**config.mk**
```make
export PLATFORM = sky130hd
export DESIGN_NAME = branch_predictor
export DESIGN_NICKNAME = d
export VERILOG_FILES = /design/src/rtl/branch_pkg.sv /design/src/rtl/branch_predictor_sat_counter_2b.sv /design/src/rtl/branch_predictor.sv
export SDC_FILE = /design/constraint.sdc
export NUM_CORES = 2
export LEC_CHECK = 0
export BUFFER_PORTS_ARGS = -buffer_cell sky130_fd_sc_hd__buf_4
export CAP_MARGIN = 10
export CORE_MARGIN = 1.5
export CORE_UTILIZATION = 60
export CTS_CLUSTER_DIAMETER = 60
export DETAILED_ROUTE_END_ITERATION = 7
export GPL_TIMING_DRIVEN = 1
export HOLD_SLACK_MARGIN = 0.02
export MAX_ROUTING_LAYER = met4
export PLACE_DENSITY = 0.89
export SLEW_MARGIN = 0
export SYNTH_ARGS = -nofsm -noshare
export SYNTH_HDL_FRONTEND = slang
export SYNTH_SLANG_ARGS = --single-unit
```
**constraint.sdc**
```tcl
create_clock -name clk -period 8.7 [get_ports clk]
set_clock_uncertainty 0.15 [all_clocks]
set_input_delay 2.175 -clock clk [delete_from_list [all_inputs] [get_ports clk]]
set_output_delay 2.175 -clock clk [all_outputs]
set_load 0.05 [all_outputs]
```
**src/rtl/branch_pkg.sv**
```systemverilog
// Shared branch-unit definitions: direction counter encodings, resolver codes, default widths.
// Pure constants; no latency or backpressure.
package branch_pkg;
   localparam int DBITS_DEF      = 32;
   localparam int INDEX_BITS_DEF = 4;

   localparam logic [1:0] SNT = 2'b00;
   localparam logic [1:0] WNT = 2'b01;
   localparam logic [1:0] WT  = 2'b10;
   localparam logic [1:0] ST  = 2'b11;

   localparam logic RES_MISPRED = 1'b0;
   localparam logic RES_CORRECT = 1'b1;

   localparam logic [1:0] BR_COND = 2'd0;
   localparam logic [1:0] BR_JAL  = 2'd1;
   localparam logic [1:0] BR_JALR = 2'd2;
endpackage

```
**src/rtl/branch_predictor_sat_counter_2b.sv**
```systemverilog
// Two-bit saturating direction counter next-state; purely combinational, 0 cycles.
// No flow control: evaluated every cycle, the caller decides whether to commit.
module sat_counter_2b
   import branch_pkg::*;
(
   input  logic [1:0] ctr,
   input  logic       taken,
   output logic [1:0] ctr_next
);
   always_comb begin
      ctr_next = ctr;
      if (taken) begin
         if (ctr != ST) ctr_next = ctr + 2'b01;
      end else begin
         if (ctr != SNT) ctr_next = ctr - 2'b01;
      end
   end
endmodule

```
**src/rtl/branch_predictor.sv**
```systemverilog
// Direction counters + direct-mapped BTB; lookup 0 cycles, update visible next cycle.
// No backpressure: one resolved branch accepted per cycle, lookups never stall.
module branch_predictor
   import branch_pkg::*;
#(
   parameter int DBITS      = DBITS_DEF,
   parameter int INDEX_BITS = INDEX_BITS_DEF
) (
   input  logic             clk,
   input  logic             reset,
   input  logic [DBITS-1:0] IF_PC,
   output logic             prediction,
   output logic [DBITS-1:0] predPC,
   input  logic             update,
   input  logic [DBITS-1:0] updPC,
   input  logic             updTaken,
   input  logic [DBITS-1:0] updTarget,
   input  logic             updCorrect,
   output logic [DBITS-1:0] branchCount,
   output logic [DBITS-1:0] mispredCount
);
   localparam int ENTRIES  = 1 << INDEX_BITS;
   localparam int TAG_BITS = DBITS - INDEX_BITS - 2;

   logic                valid_q [ENTRIES];
   logic [TAG_BITS-1:0] tag_q   [ENTRIES];
   logic [DBITS-1:0]    tgt_q   [ENTRIES];
   logic [1:0]          ctr_q   [ENTRIES];

   logic [DBITS-1:0]    branch_cnt_q;
   logic [DBITS-1:0]    mispred_cnt_q;

   logic [INDEX_BITS-1:0] if_idx;
   logic [TAG_BITS-1:0]   if_tag;
   logic                  if_hit;
   logic [INDEX_BITS-1:0] upd_idx;
   logic [TAG_BITS-1:0]   upd_tag;
   logic                  upd_hit;
   logic [1:0]            upd_ctr_next;
   logic                  unused_pc_lsbs;

   assign unused_pc_lsbs = ^{IF_PC[1:0], updPC[1:0]};

   assign if_idx = IF_PC[INDEX_BITS+1:2];
   assign if_tag = IF_PC[DBITS-1:INDEX_BITS+2];
   assign if_hit = valid_q[if_idx] && (tag_q[if_idx] == if_tag);

   // Reads the registered table only, so a same-cycle update is not seen here.
   assign prediction = if_hit && ctr_q[if_idx][1];
   assign predPC     = prediction ? tgt_q[if_idx] : IF_PC + DBITS'(4);

   assign upd_idx = updPC[INDEX_BITS+1:2];
   assign upd_tag = updPC[DBITS-1:INDEX_BITS+2];
   assign upd_hit = valid_q[upd_idx] && (tag_q[upd_idx] == upd_tag);

   sat_counter_2b u_sat (
      .ctr      (ctr_q[upd_idx]),
      .taken    (updTaken),
      .ctr_next (upd_ctr_next)
   );

   always_ff @(posedge clk) begin
      if (reset) begin
         for (int i = 0; i < ENTRIES; i++) begin
            valid_q[i] <= 1'b0;
            tag_q[i]   <= '0;
            tgt_q[i]   <= '0;
            ctr_q[i]   <= WNT;
         end
      end else if (update) begin
         if (upd_hit) begin
            ctr_q[upd_idx] <= upd_ctr_next;
            if (updTaken) tgt_q[upd_idx] <= updTarget;
         end else begin
            valid_q[upd_idx] <= 1'b1;
            tag_q[upd_idx]   <= upd_tag;
            tgt_q[upd_idx]   <= updTarget;
            ctr_q[upd_idx]   <= updTaken ? WT : WNT;
         end
      end
   end

   always_ff @(posedge clk) begin
      if (reset) begin
         branch_cnt_q  <= '0;
         mispred_cnt_q <= '0;
      end else if (update) begin
         if (branch_cnt_q != '1) branch_cnt_q <= branch_cnt_q + DBITS'(1);
         if ((updCorrect == RES_MISPRED) && (mispred_cnt_q != '1))
            mispred_cnt_q <= mispred_cnt_q + DBITS'(1);
      end
   end

   assign branchCount  = branch_cnt_q;
   assign mispredCount = mispred_cnt_q;
endmodule
```
==> flow_metrics.py <==
metrics = {
    "outcome": {
        "status": "finished with violations",
        "violations": "DRC",
    },
    "synth": {
        "synth_ff_type": "edfxtp_1",
        "synth_area_um2": 51840,
        "netlist_top_cells_area": "edfxtp_1, mux4_2, and2_1, dfxtp_1, mux2i_1",
        "avgSynthCellArea_um2": 14.90,
        "ys_types": 63,
        "ys_seq_elements": 1040,
        "yosysSeqAreaShare": 0.5869,
        "syn_inst": 3479,
        "yosysTopAreaCell": "edfxtp_1",
        "synth_edf_count": 960,
        "async_reset_ff_frac": 0,
        "ys.warnings.count": 0,
        "synth_top_area_share": 0.5560,
        "syn_nets": 3583,
    },
    "sta": {
        "relSlewSlack": 0.2132,
        "period_minus_slack_ns": 8.336,
        "setup_ws_ns": 0.3635,
        "rsz0062_at_grt": "no",
        "whs_ns": 0.3319,
        "fin_crit_sh": 0.9582,
        "finalMaxSlewViolations": 0,
        "hold_viol": 0,
        "worstMarginPinSlew_ns": 1.178,
        "setup_viol": 0,
        "fin_tns_setup_ns": 0,
        "fmax_mhz": 120.0,
    },
    "placed_design": {
        "dp_hpwl_mm": 85.36,
        "place_ws_ns": 0.4706,
        "port_buffers": 195,
        "gp_congestion": 0.9551,
        "dpl_cell_area_um2": 54870,
        "dp.cells": 4626,
    },
    "clock_network": {
        "ctsResizeCount": 0,
        "tritoncts": "yes",
        "clkSlewWorstSetupHoldPaths_ns": 0.06,
        "insertion_delay_ns": 0.69,
        "cts.sinks": 1040,
        "numCtsBuffers": 103,
        "post_cts_buffers": 0,
        "ctsRootBufferMaster": "clkbuf_16",
        "cts.htree.levels": 3,
        "clock_path_buffers": 3,
        "cts_hold_buf": 0,
    },
    "global_route": {
        "grt_pass1_wl_mm": 220.4,
        "grt_max_degree": 132,
        "overflow": 0,
        "groute.usage.overall": 0.3531,
        "antenna_found_initial": 18,
        "grt_pass1_vias": 34040,
    },
    "routing": {
        "route.final.wire_length_mm": 151.8,
        "viasPerCell": 6.938,
        "dr.pass1.iters": 8,
        "drc": 6,
        "avgRoutedWirePerCell_um": 31.42,
        "antenna_left": 0,
        "drtIter0Drc": 5861,
        "vias": 33520,
    },
    "finish": {
        "instances_no_fill": 4832,
        "multiInputGateArea_um2": 20390,
        "finalInstanceArea_um2": 58380,
        "seqCellArea_um2": 30430,
        "drive_gt1_frac": 0.2610,
        "fillCellCount": 5188,
        "utilization": 0.6835,
        "syn_to_final_growth_pct": 12.60,
        "nets": 3691,
    },
    "floorplanning": {
        "rows": 107,
        "die_area_um2": 88180,
        "die_y_um": 297.0,
        "initial_core_util": 0.6070,
        "coreArea_um2": 85410,
        "num_io_pins": 198,
        "die_w_um": 297.0,
    },
    "pwr": {
        "leakage_nw": 20.62,
        "clockPowerShare": 0.395,
        "power_mw": 11.66,
        "intPower_mw": 8.886,
        "p_sw_frac": 0.2380,
        "comb_power_share": 0.104,
        "p_per_area_nw_per_um2": 199.8,
        "p_sw_mw": 2.775,
        "peakVddDrop_v": 0.0001712,
        "pwr-share-seq": 0.501,
    },
    "setup_path": {
        "startpoint_type": "input port",
        "worstReg2RegStart": "tag_q[11][22]",
        "critPathLaunch": "IF_PC[2]",
        "cp-endpoint": "predPC[20]",
        "cp.required_ns": 6.38,
        "r2r_setup_slack_ns": 3.74,
        "rr_endpoint": "tag_q[4][0]",
        "rr_worst_depth": 11,
        "end_kind": "primary output",
        "criticalPathCategory": "in -> out",
        "cp.arrival_ns": 6.01,
        "path_max_fanout": 25,
    },
    "min_path": {
        "hold_class": "reg -> reg",
        "worstHoldStart": "valid_q[12]",
    },
    "flow_run": {
        "maxCapViolations": 0,
    },
}
-- cells by family (layout without fill, tap and decap cells) --
| kind of cell | Yosys count | count (layout) | synth area share |
|---|---|---|---|
| AOI/OAI and AO/OA | 173 | 173 | 0.02302 |
| other | 0 | 17 | 0 |
| adders and majority gates | 3 | 3 | 0.0007241 |
| muxes | 509 | 509 | 0.1916 |
| DFF | 1040 | 1040 | 0.5869 |
| and+or+nand+nor | 1324 | 1324 | 0.1501 |
| buffers and inverters | 304 | 496 | 0.02635 |
| xor gates and xnor gates | 126 | 126 | 0.02129 |
-- worst max-delay path, stage by stage --
cell and delay, ns:
buf_8 0.27, buf_12 0.28, mux4_2 0.53, mux4_2 0.54, xor2_1 0.17, nor4_1 0.38, buf_4 0.20, nand4_1 0.16
nor4_4 0.29, buf_4 0.33, mux2_2 0.38, buf_4 0.19
-- placed cells by master (no fill, tap or decap), drive strengths merged, types with 24 or more instances in the layout --
cell type    n
nand3       39
o21ai       50
a21oi       32
edfxtp     960
nand2       98
xnor2       62
mux2        47
mux2i       80
dfxtp       80
and2       919
nand4       24
mux4       382
buf        297
clkbuf     127
nor3        30
nor2       113
xor2        64
clkinv      44
-- flip-flops by register name, summed over array words and instances, names as in the netlist --
name	flops
branchCount	32
tgt_q	512
ctr_q	32
mispredCount	32
valid_q	16
tag_q	416
-- final cells by class --
| type | count | area share |
|---|---|---|
| antenna | 17 | 0.0007287 |
| clock buffer | 127 | 0.04777 |
| clock inverter | 62 | 0.01166 |
| inverter | 10 | 0.0006430 |
| multi-input combinational | 2135 | 0.3493 |
| sequential | 1040 | 0.5213 |
| tap | 1144 | 0.02452 |
| timing repair buffer | 297 | 0.04415 |
-- how the worst min path moves through the flow --
stage	endpoint	depth (start not counted)
CTS	valid_q[14]	1
global placement	valid_q[10]	1
floorplan	valid_q[2]	1
detailed placement	valid_q[14]	1
finish	valid_q[12]	1
global route	valid_q[12]	1
-- per-layer routing --
metal  share of wire  GRT usage
met4           0.056     0.1749
met2            0.46     0.5325
met5               0          -
met1            0.32     0.4331
met3            0.16     0.1121
-- power by group through the flow --
stage	logic (mW)	registers (mW)	clock network [mW]
6_report	1.21	5.84	4.61
2_1_floorplan	0.746	5.89	0
5_1_grt	1.24	5.85	4.79
3_3_place_gp	1.14	5.90	0
4_1_cts	1.18	5.83	4.60
3_5_place_dp	1.16	5.93	0
-- cell usage after synthesis (39+ instances only) --
master,n
nand2_1,98
buf_2,93
mux2i_1,80
clkbuf_1,161
and2_1,919
xnor2_1,62
dfxtp_1,80
o21ai_0,50
mux2_2,47
mux4_2,382
nor2_1,98
xor2_1,64
edfxtp_1,960
nand3_1,39
Note: power is estimated with default switching activity, not from simulation.
